===== config.mk =====
export PLATFORM = sky130hd
export DESIGN_NAME = uart_rx_cfg
export DESIGN_NICKNAME = d
export VERILOG_FILES = /design/src/rtl/uart_rx_cfg.sv
export SDC_FILE = /design/constraint.sdc
export NUM_CORES = 1
export LEC_CHECK = 0
export CAP_MARGIN = 20
export CORE_ASPECT_RATIO = 1.4
export CORE_MARGIN = 2
export CORE_UTILIZATION = 61
export DETAILED_ROUTE_END_ITERATION = 8
export PLACE_DENSITY = 0.88
export SYNTH_ARGS = -nofsm -noshare
export SYNTH_HDL_FRONTEND = slang
export SYNTH_SLANG_ARGS = --single-unit

===== constraint.sdc =====
create_clock -name clk -period 7.6 [get_ports clk]
set_clock_uncertainty 0.05 [all_clocks]
set_input_delay 1.52 -clock clk [delete_from_list [all_inputs] [get_ports clk]]
set_output_delay 1.52 -clock clk [all_outputs]
set_load 0.05 [all_outputs]

===== src/rtl/uart_rx_cfg.sv =====
// Runtime-configurable UART receiver: 16x oversampling, 3-sample majority vote,
// 5..DATA_BITS data bits, optional parity, 1/2 stop bits, break and overrun flags.
module uart_rx_cfg #(
    parameter int DATA_BITS  = 8,
    parameter int OVERSAMPLE = 16,
    parameter int BAUD_W     = 16
) (
    input  logic                 clk,
    input  logic                 rst,
    input  logic                 rx,
    input  logic [BAUD_W-1:0]    baud_div,
    input  logic [3:0]           char_len,
    input  logic                 parity_en,
    input  logic                 parity_odd,
    input  logic                 stop2,
    output logic [DATA_BITS-1:0] m_data,
    output logic                 m_valid,
    input  logic                 m_ready,
    output logic                 frame_err,
    output logic                 parity_err,
    output logic                 break_det,
    output logic                 overrun,
    output logic                 busy
);

    localparam int OS_W = $clog2(OVERSAMPLE);

    typedef enum logic [2:0] {
        IDLE, START, DATA, PARITY, STOP1, STOP2, WAIT_IDLE
    } state_t;

    state_t state, state_nxt;

    logic                 rx_s1, rx_s2, rx_d;
    logic [BAUD_W-1:0]    baud_cnt, div_eff;
    logic [OS_W-1:0]      os_cnt;
    logic                 smp_a, smp_b;
    logic                 tick, decide, bit_end, vote, fall, start_det;
    logic [3:0]           len_clamp, len_q, bit_cnt;
    logic                 par_en_q, par_odd_q, stop2_q;
    logic [DATA_BITS-1:0] acc_data;
    logic                 par_acc, zero_acc, par_err_q;
    logic                 commit, ferr_now, brk_now;

    assign div_eff   = (baud_div == '0) ? BAUD_W'(1) : baud_div;
    assign fall      = rx_d & ~rx_s2;
    assign start_det = (state == IDLE) && fall;
    assign tick      = (state != IDLE) && (state != WAIT_IDLE)
                       && (baud_cnt == div_eff - BAUD_W'(1));
    assign decide    = tick && (os_cnt == OS_W'(OVERSAMPLE / 2 + 1));
    assign bit_end   = tick && (os_cnt == OS_W'(OVERSAMPLE - 1));
    // Third sample is taken live at the decision tick.
    assign vote      = (smp_a & smp_b) | (smp_a & rx_s2) | (smp_b & rx_s2);
    assign busy      = (state != IDLE);

    always_comb begin
        len_clamp = char_len;
        if (char_len < 4'd5)
            len_clamp = 4'd5;
        else if (char_len > 4'(DATA_BITS))
            len_clamp = 4'(DATA_BITS);
    end

    always_ff @(posedge clk) begin
        if (rst) begin
            rx_s1 <= 1'b1;
            rx_s2 <= 1'b1;
            rx_d  <= 1'b1;
            state <= IDLE;
        end else begin
            rx_s1 <= rx;
            rx_s2 <= rx_s1;
            rx_d  <= rx_s2;
            state <= state_nxt;
        end
    end

    always_comb begin
        state_nxt = state;
        commit    = 1'b0;
        ferr_now  = 1'b0;
        case (state)
            IDLE:      if (fall) state_nxt = START;
            START: begin
                if (decide && vote)
                    state_nxt = IDLE;
                else if (bit_end)
                    state_nxt = DATA;
            end
            DATA: begin
                if (bit_end && (bit_cnt == len_q - 4'd1))
                    state_nxt = par_en_q ? PARITY : STOP1;
            end
            PARITY:    if (bit_end) state_nxt = STOP1;
            STOP1: begin
                if (decide && !vote) begin
                    commit    = 1'b1;
                    ferr_now  = 1'b1;
                    state_nxt = WAIT_IDLE;
                end else if (decide && !stop2_q) begin
                    commit    = 1'b1;
                    state_nxt = IDLE;
                end else if (bit_end) begin
                    state_nxt = STOP2;
                end
            end
            STOP2: begin
                if (decide) begin
                    commit    = 1'b1;
                    ferr_now  = !vote;
                    state_nxt = vote ? IDLE : WAIT_IDLE;
                end
            end
            WAIT_IDLE: if (rx_s2) state_nxt = IDLE;
            default:   state_nxt = IDLE;
        endcase
    end

    // A break is only possible when the first stop bit itself was low.
    assign brk_now = ferr_now && (state == STOP1) && zero_acc;

    always_ff @(posedge clk) begin
        if (rst) begin
            baud_cnt  <= '0;
            os_cnt    <= '0;
            smp_a     <= 1'b1;
            smp_b     <= 1'b1;
            len_q     <= 4'd8;
            par_en_q  <= 1'b0;
            par_odd_q <= 1'b0;
            stop2_q   <= 1'b0;
            acc_data  <= '0;
            bit_cnt   <= '0;
            par_acc   <= 1'b0;
            zero_acc  <= 1'b1;
            par_err_q <= 1'b0;
        end else begin
            if (state == IDLE || state == WAIT_IDLE) begin
                baud_cnt <= '0;
                os_cnt   <= '0;
            end else if (tick) begin
                baud_cnt <= '0;
                os_cnt   <= (os_cnt == OS_W'(OVERSAMPLE - 1)) ? '0 : os_cnt + OS_W'(1);
            end else begin
                baud_cnt <= baud_cnt + BAUD_W'(1);
            end

            if (tick && os_cnt == OS_W'(OVERSAMPLE / 2 - 1)) smp_a <= rx_s2;
            if (tick && os_cnt == OS_W'(OVERSAMPLE / 2))     smp_b <= rx_s2;

            if (start_det) begin
                len_q     <= len_clamp;
                par_en_q  <= parity_en;
                par_odd_q <= parity_odd;
                stop2_q   <= stop2;
                acc_data  <= '0;
                bit_cnt   <= '0;
                par_acc   <= 1'b0;
                zero_acc  <= 1'b1;
                par_err_q <= 1'b0;
            end

            if (decide && state == DATA) begin
                acc_data <= acc_data | (DATA_BITS'(vote) << bit_cnt);
                par_acc  <= par_acc ^ vote;
                if (vote) zero_acc <= 1'b0;
            end
            if (decide && state == PARITY) begin
                par_err_q <= vote ^ par_acc ^ par_odd_q;
                if (vote) zero_acc <= 1'b0;
            end
            if (bit_end && state == DATA) bit_cnt <= bit_cnt + 4'd1;
        end
    end

    // Output holding register: m_valid/m_ready handshake, a commit while
    // held and not accepted is dropped and flagged as overrun.
    always_ff @(posedge clk) begin
        if (rst) begin
            m_data     <= '0;
            m_valid    <= 1'b0;
            frame_err  <= 1'b0;
            parity_err <= 1'b0;
            break_det  <= 1'b0;
            overrun    <= 1'b0;
        end else if (commit) begin
            if (!m_valid || m_ready) begin
                m_data     <= acc_data;
                m_valid    <= 1'b1;
                frame_err  <= ferr_now;
                parity_err <= par_err_q;
                break_det  <= brk_now;
                overrun    <= 1'b0;
            end else begin
                overrun <= 1'b1;
            end
        end else if (m_valid && m_ready) begin
            m_valid <= 1'b0;
            overrun <= 1'b0;
        end
    end

endmodule


==> impl_metrics.tcl, run 1 <==
set metrics [dict create \
    status "finished, final reports clean" \
    synth_top_cell_by_area "dfxtp_1" \
    cp_data_arrival_time_ns 5.84 \
    num-nets-final 517 \
    ios 41 \
    syn_avg_cell_area_um2 8.34 \
    grt_usage 0.280 \
    final_cell_mix "dfxtp_1 (63), nor2_1 (56), clkdlybuf4s50_1 (40), a21oi_1 (34), nand2_1 (32)" \
    hold_viol 0 \
    design_area_um2 4330 \
    seq_area_um2 1260 \
    drive_above_1_share 0.0943 \
    ys_types 69 \
    worstSetupStartpointType "input pin" \
    areaGrowthSynthToFinish_pct 14.0 \
    yosysWarnings 0 \
    cts_tree "done" \
    powerDensity_nw_per_um2 191 \
    setup_viol 0 \
    initial_core_util 0.620 \
    netlist_instances 455 \
    clkTransAtPathRegs_ns 0.07 \
    synth_top_area_share 0.332 \
    worstPathRequired_ns 7.75 \
    finalCritPeriodShare 0.749 \
    dp_hpwl_mm 6.72 \
    drtIter0Drc 236 \
    port_buffers 40 \
    die_w_um 70.7 \
    drcViolationCount 0 \
    antenna_found_initial 0 \
    slowest_stage "or4_1" \
    cp-end-kind "register" \
    grt_max_degree 39 \
    rsz0062_at_grt "no" \
    grt_pass1_wl_mm 15.5 \
    synth_nets 489 \
    cts-buffers-inserted 9 \
    nFillCells 483 \
    leakage_nw 1.42 \
    min_period_ns 5.69 \
    hold_buffers 0 \
    worst_ir_drop_vdd_uv 142 \
    slowest_delay_ns 0.75 \
    ant_nets 0 \
    placed_area_um2 4140 \
    hold_path.class "reg2reg" \
    rows 34 \
    die_h_um 97.3 \
    synth_ff_type "dfxtp_1" \
    maxCapViolCount 0 \
    synth_seq_area_share 0.332 \
    synthArstFlopShare 0 \
    numClockSinks 63 \
    cts_max_path_buffers 2 \
    multi_input_area_um2 2310 \
    critical_path_class "in2reg" \
    worst_pin_slew_ns 0.804 \
    crit_path_cell_trace "clkdlybuf4s50_1 > or4_1 > nor3_2 > a31oi_1 > ha_1 > o31a_1 > a32o_1 > a2111oi_4 > and4_2 > nand2_1 > nand3_1 > nor2_1" \
    post-cts-setup-buffers 0 \
    drt_first_pass_iters 5 \
    die-area_um2 6880 \
    wirelength_mm 9.08 \
    grt_overflow 0 \
    final_common_cell "dfxtp_1" \
    vias 3380 \
    ys_seq_elements 63 \
    tns_ns 0 \
    max-slew-margin-rel 0.458 \
    clock-root-buffer "clkbuf_8" \
    htree_levels 3 \
    synth-edff-count 0 \
    routedWlPerCell_um 16.2 \
    gp_congestion 0.893 \
    synthTopCellsByArea "dfxtp_1 (33%), nor2_1 (5.5%), xnor2_1 (5.1%)" \
    drv_slew 0 \
    cts_resized 0 \
    syn_area_um2 3800 \
    diodes 0 \
    worst-path-max-fanout 16 \
    grt_pass1_vias 3475 \
    coreArea_um2 6130 \
    fmax_mhz 176 \
    clk_latency_ns 0.35 \
    via_per_inst 6.04 \
]
## final timing paths
kind,start,endpoint,slack [ns],cells after the start
worst min-delay path,rx_s1,rx_s2,0.38,1
worst min register to register,rx_s1,rx_s2,0.38,1
worst max register to register,baud_cnt[12],baud_cnt[3],4.55,8
worst max-delay path,baud_div[4],baud_cnt[3],1.91,12
## cells in the mapped netlist, types with 5 or more instances
cell type	number
nor3_1	11
a21oi_1	34
or2_2	7
o21ai_0	13
o211ai_1	5
clkbuf_1	11
nand2_1	32
nand2b_1	5
xor2_1	13
nand4_1	11
or4_1	5
ha_1	7
or3_1	5
inv_1	17
nor2b_1	11
nand3_1	21
mux2i_1	13
dfxtp_1	63
and3_1	5
nor2_1	56
xnor2_1	22
## registers in the layout, indices dropped and copies added (netlist names), 3 cells and up
register / cells
state: 3
m_data: 8
len_q: 4
bit_cnt: 4
os_cnt: 4
acc_data: 8
baud_cnt: 16
## critical path: cells and delay by family
family          cells  cell delay [ns]
compound gates      4             1.22
simple gates        6             2.30
buf+inv             1             0.47
fa+ha+maj           1             0.31
## kinds of logic (layout without fill, tap and decap cells)
family / count (synthesis) / in the layout / synth area share
AO/OA/AOI/OAI: 85 / 85 / 0.151
multiplexers: 14 / 14 / 0.0372
buffers and inverters: 42 / 75 / 0.0597
flip-flops: 63 / 63 / 0.332
XOR/XNOR: 35 / 35 / 0.0808
adder cells (fa/ha/maj): 8 / 8 / 0.0257
AND/OR/NAND/NOR: 208 / 208 / 0.313
## metal layers
layer / global-route usage / wire length [µm]
met1: 0.290 / 3490
met2: 0.524 / 4990
met3: 0.0529 / 342
met4: 0.135 / 254
met5: 0 / 0
## cell type report
class,count,area share
Clock inverter,6,0.0142
Tap cell,72,0.0208
Multi-Input combinational cell,350,0.533
Clock buffer,10,0.0295
Inverter,17,0.0147
Sequential cell,63,0.291
Timing Repair Buffer,42,0.0960
## where the power goes
group,switching (mW),internal (mW)
clock,0.138,0.150
sequential,0.0259,0.341
combinational,0.102,0.0678
total,0.266,0.559
## metrics by stage
| step | setup WS (ns) | hold WS (ns) | utilization | total power, mW | cells |
|---|---|---|---|---|---|
| finish | 1.91 | 0.378 | 0.706 | 0.825 | 560 |
| global placement | 1.63 | 0.348 | 0.676 | 0.536 | 544 |
| floorplan | 2.54 | 0.339 | - | 0.494 | 455 |
| detailed placement | 1.60 | 0.358 | 0.676 | 0.540 | 544 |
| global route | 1.57 | 0.395 | 0.706 | 0.859 | 560 |
| CTS | 1.91 | 0.381 | 0.706 | 0.824 | 560 |
Power figures use the tool's default switching activity.
==> run 2, diff against run 1 <==
--- a/config.mk
+++ b/config.mk
@@ -8,9 +8,9 @@
 export CAP_MARGIN = 20
 export CORE_ASPECT_RATIO = 1.4
 export CORE_MARGIN = 2
-export CORE_UTILIZATION = 61
+export CORE_UTILIZATION = 57
 export DETAILED_ROUTE_END_ITERATION = 8
-export PLACE_DENSITY = 0.88
+export PLACE_DENSITY = 0.83
 export SYNTH_ARGS = -nofsm -noshare
 export SYNTH_HDL_FRONTEND = slang
 export SYNTH_SLANG_ARGS = --single-unit
==> constraint.sdc (replaced) <==
create_clock -name clk -period 5.7 [get_ports clk]
set_clock_uncertainty 0.05 [all_clocks]
set_input_delay 1.14 -clock clk [delete_from_list [all_inputs] [get_ports clk]]
set_output_delay 1.14 -clock clk [all_outputs]
set_load 0.05 [all_outputs]
==> impl_metrics.tcl, run 2 (synthesized netlist as in run 1, its figures left out) <==
set metrics [dict create \
    ant_nets 0 \
    worst_ir_drop_vdd_uv 162 \
    critical_path_class "in2reg" \
    grt_max_degree 26 \
    worst-path-max-fanout 9 \
    status "finished, final reports clean" \
    routedWlPerCell_um 14.9 \
    postLayoutCoreUtil 0.674 \
    areaGrowthSynthToFinish_pct 15.9 \
    max-slew-margin-rel 0.472 \
    powerDensity_nw_per_um2 256 \
    htree_levels 3 \
    dp_hpwl_mm 6.44 \
    hold_path.class "reg2reg" \
    initial_core_util 0.582 \
    drcViolationCount 0 \
    cts-buffers-inserted 9 \
    die-area_um2 7340 \
    leakage_nw 1.45 \
    drive_above_1_share 0.109 \
    fmax_mhz 205 \
    cts_resized 0 \
    clkTransAtPathRegs_ns 0.07 \
    top_regs "baud_cnt (16), acc_data (8), m_data (8)" \
    seq_area_um2 1260 \
    finalNonFillerCells 569 \
    final_common_cell "dfxtp_1" \
    nFillCells 557 \
    setup_viol 0 \
    clk_latency_ns 0.37 \
    num-nets-final 524 \
    largest_register "baud_cnt" \
    port_buffers 40 \
    wirelength_mm 8.51 \
    hold_buffers 0 \
    via_per_inst 5.94 \
    multi_input_area_um2 2310 \
    tns_ns 0 \
    die_w_um 73.0 \
    maxCapViolCount 0 \
    worst_pin_slew_ns 0.784 \
    cts_tree "done" \
    cts_max_path_buffers 2 \
    placed_area_um2 4190 \
    cp-end-kind "register" \
    coreArea_um2 6530 \
    grt_usage 0.253 \
    final_cell_mix "dfxtp_1 (63), nor2_1 (56), clkdlybuf4s50_1 (40), a21oi_1 (34), nand2_1 (32)" \
    regToRegSetupSlack_ns 2.90 \
    drtIter0Drc 250 \
    rows 35 \
    min_period_ns 4.87 \
    drv_slew 0 \
    antenna_found_initial 0 \
    drt_first_pass_iters 4 \
    largest_reg_flops 16 \
    design_area_um2 4400 \
    diodes 0 \
    ios 41 \
    post-place-cells 553 \
    grt_pass1_vias 3296 \
    cp_data_arrival_time_ns 5.12 \
    rsz0062_at_grt "no" \
    numClockSinks 63 \
    worstPathRequired_ns 5.95 \
    hold_viol 0 \
    grt_pass1_wl_mm 14.6 \
    finalCritPeriodShare 0.854 \
    post-cts-setup-buffers 0 \
    vias 3379 \
    gp_congestion 0.914 \
    die_h_um 101 \
    worstSetupStartpointType "input pin" \
    clock-root-buffer "clkbuf_8" \
    grt_overflow 0 \
]
## run 2: cell types whose count changed in the layout (fill, tap and decap cells not counted)
cell | previous run | this run
clkbuf_1 | 1 | 0
clkinv_2 | 3 | 0
buf_4 | 2 | 9
clkinvlp_4 | 1 | 2
inv_6 | 0 | 3
## run 2: stage by stage
step | setup slack (ns) | power (mW) | hold slack, ns
after detailed placement | 0.473 | 0.724 | 0.353
after global routing | 0.532 | 1.18 | 0.380
final | 0.833 | 1.13 | 0.359
after CTS | 0.845 | 1.13 | 0.367
after floorplan | 1.02 | 0.658 | 0.339
after global placement | 0.553 | 0.723 | 0.343
## run 2: final cells by class
class	count	share of cell area
sequential	63	0.287
inverter	17	0.0145
tap	74	0.0211
multi-input combinational	350	0.525
clock inverter	7	0.0182
clock buffer	9	0.0282
timing repair buffer	49	0.106
## run 2: worst paths after layout
kind,start,endpoint,cells past startpoint
max,baud_div[4],smp_a,12
min,rx_s1,rx_s2,1
max reg2reg,baud_cnt[12],smp_a,8
min reg2reg,rx_s1,rx_s2,1
## run 2: report_power, final
part / switching [mW] / internal (mW)
registers: 0.0332 / 0.454
clock network: 0.203 / 0.207
logic: 0.136 / 0.0947
## run 2: critical path, stage by stage
cell and delay, ns:
clkdlybuf4s50_1 0.48, or4_1 0.61, nor3_2 0.26, a31oi_1 0.21
ha_1 0.31, o31a_1 0.31, a32o_1 0.24, a2111oi_4 0.40
and4_2 0.35, nand2_1 0.22, or4_1 0.51, nand3_1 0.08
## run 2: routing by layer
layer	share of wire	wire (µm)	vias to the layer above	GRT usage
met2	0.53	4490	89	0.449
met4	0.033	278	0	0.128
li1	-	-	1690	-
met5	0	0	-	0
met3	0.037	312	22	0.0750
met1	0.40	3420	1578	0.264
==> run 3, diff against run 2 <==
--- a/config.mk
+++ b/config.mk
@@ -11,6 +11,7 @@
 export CORE_UTILIZATION = 57
 export DETAILED_ROUTE_END_ITERATION = 8
 export PLACE_DENSITY = 0.83
+export SKIP_LAST_GASP = 1
 export SYNTH_ARGS = -nofsm -noshare
 export SYNTH_HDL_FRONTEND = slang
 export SYNTH_SLANG_ARGS = --single-unit
==> constraint.sdc (replaced) <==
create_clock -name clk -period 5.4 [get_ports clk]
set_clock_uncertainty 0.05 [all_clocks]
set_input_delay 1.08 -clock clk [delete_from_list [all_inputs] [get_ports clk]]
set_output_delay 1.08 -clock clk [all_outputs]
set_load 0.05 [all_outputs]
==> impl_metrics.tcl, run 3 (synthesized netlist as in run 1, its figures left out) <==
set metrics [dict create \
    post-cts-setup-buffers 0 \
    worst_pin_slew_ns 0.806 \
    drcViolationCount 0 \
    maxCapViolCount 0 \
    grt_usage 0.257 \
    worst-path-max-fanout 8 \
    cp_data_arrival_time_ns 5.00 \
    largest_register "baud_cnt" \
    htree_levels 3 \
    port_buffers 40 \
    cts_tree "done" \
    fmax_mhz 209 \
    drive_above_1_share 0.107 \
    critical_path_class "in2reg" \
    crit_path_cell_trace "clkdlybuf4s50_1 > or4_1 > nor3_2 > a31oi_1 > ha_1 > o31a_1 > a32o_1 > a2111oi_4 > nand4_4 > nor4_4 > or4b_1 > a21oi_1" \
    status "finished, final reports clean" \
    worst_ir_drop_vdd_uv 137 \
    grt_pass1_vias 3347 \
    setup_viol 0 \
    cp_num_buf_inv 1 \
    num-nets-final 526 \
    cts_max_path_buffers 2 \
    die_h_um 101 \
    gp_congestion 0.952 \
    drv_slew 0 \
    largest_reg_flops 16 \
    cp-end-kind "register" \
    clkTransAtPathRegs_ns 0.07 \
    antenna_found_initial 0 \
    cts_resized 0 \
    ant_nets 0 \
    dp_hpwl_mm 6.72 \
    crit_family "simple AND/OR/NAND/NOR gates" \
    via_per_inst 5.95 \
    final_cell_mix "dfxtp_1 (63), nor2_1 (56), clkdlybuf4s50_1 (40), a21oi_1 (34), nand2_1 (32)" \
    worstPathRequired_ns 5.62 \
    drtIter0Drc 287 \
    wirelength_mm 8.75 \
    slowest_delay_ns 0.56 \
    timing.hold.ws_ns 0.361 \
    top_regs "baud_cnt (16), acc_data (8), m_data (8)" \
    initial_core_util 0.582 \
    finalCritPeriodShare 0.886 \
    powerDensity_nw_per_um2 265 \
    clk_latency_ns 0.34 \
    worstSetupStartpointType "input pin" \
    grt_max_degree 28 \
    cts-buffers-inserted 9 \
    final_common_cell "dfxtp_1" \
    routedWlPerCell_um 15.3 \
    hold_path.class "reg2reg" \
    numClockSinks 63 \
    vias 3399 \
    coreArea_um2 6530 \
    leakage_nw 1.46 \
    grt_overflow 0 \
    hold_viol 0 \
    hold_buffers 0 \
    areaGrowthSynthToFinish_pct 15.9 \
    min_period_ns 4.79 \
    drt_first_pass_iters 4 \
    rows 35 \
    die_w_um 73.0 \
    grt_pass1_wl_mm 14.9 \
    max-slew-margin-rel 0.457 \
    tns_ns 0 \
    diodes 0 \
    die-area_um2 7340 \
    nFillCells 560 \
    rsz0062_at_grt "no" \
    ios 41 \
    clock-root-buffer "clkbuf_8" \
    slowest_stage "or4_1" \
]
-- run 3: final cells by class --
| cell class | count | area (µm²) | share of cell area |
|---|---|---|---|
| clock buffers | 13 | 149 | 0.0338 |
| clock inverters | 3 | 42.5 | 0.00967 |
| inverters | 17 | 63.8 | 0.0145 |
| multi-input cells | 350 | 2310 | 0.525 |
| flip-flops and latches | 63 | 1260 | 0.287 |
| well taps | 74 | 92.6 | 0.0210 |
| repair buffers | 51 | 483 | 0.110 |
-- run 3: power breakdown --
group	leakage [nW]	internal (mW)	switching, mW	total [mW]
clock network	0.0936	0.226	0.179	0.404
logic	0.858	0.100	0.144	0.245
registers	0.509	0.480	0.0356	0.516
total	1.46	0.806	0.359	1.16
-- run 3: final timing paths --
kind,slack (ns),end,depth (start not counted),from
min reg2reg,0.36,rx_s2,1,rx_s1
min,0.36,rx_s2,1,rx_s1
max,0.61,acc_data[4],12,baud_div[2]
max reg2reg,2.57,acc_data[4],8,baud_cnt[12]
-- run 3: per-stage QoR --
step / power [mW] / std cells / instance area [µm²] / util / setup slack, ns
finish: 1.16 / 571 / 4400 / 0.674 / 0.614
CTS: 1.17 / 571 / 4400 / 0.674 / 0.633
global placement: 0.762 / 555 / 4210 / 0.645 / 0.347
detailed placement: 0.766 / 555 / 4210 / 0.645 / 0.272
global route: 1.22 / 571 / 4400 / 0.674 / 0.421
floorplan: 0.695 / 455 / 3800 / - / 0.776
-- run 3: routing by layer --
metal,wire [µm],global-route usage
met5,0,0
met1,3500,0.283
met2,4680,0.457
met3,283,0.0570
met4,286,0.124
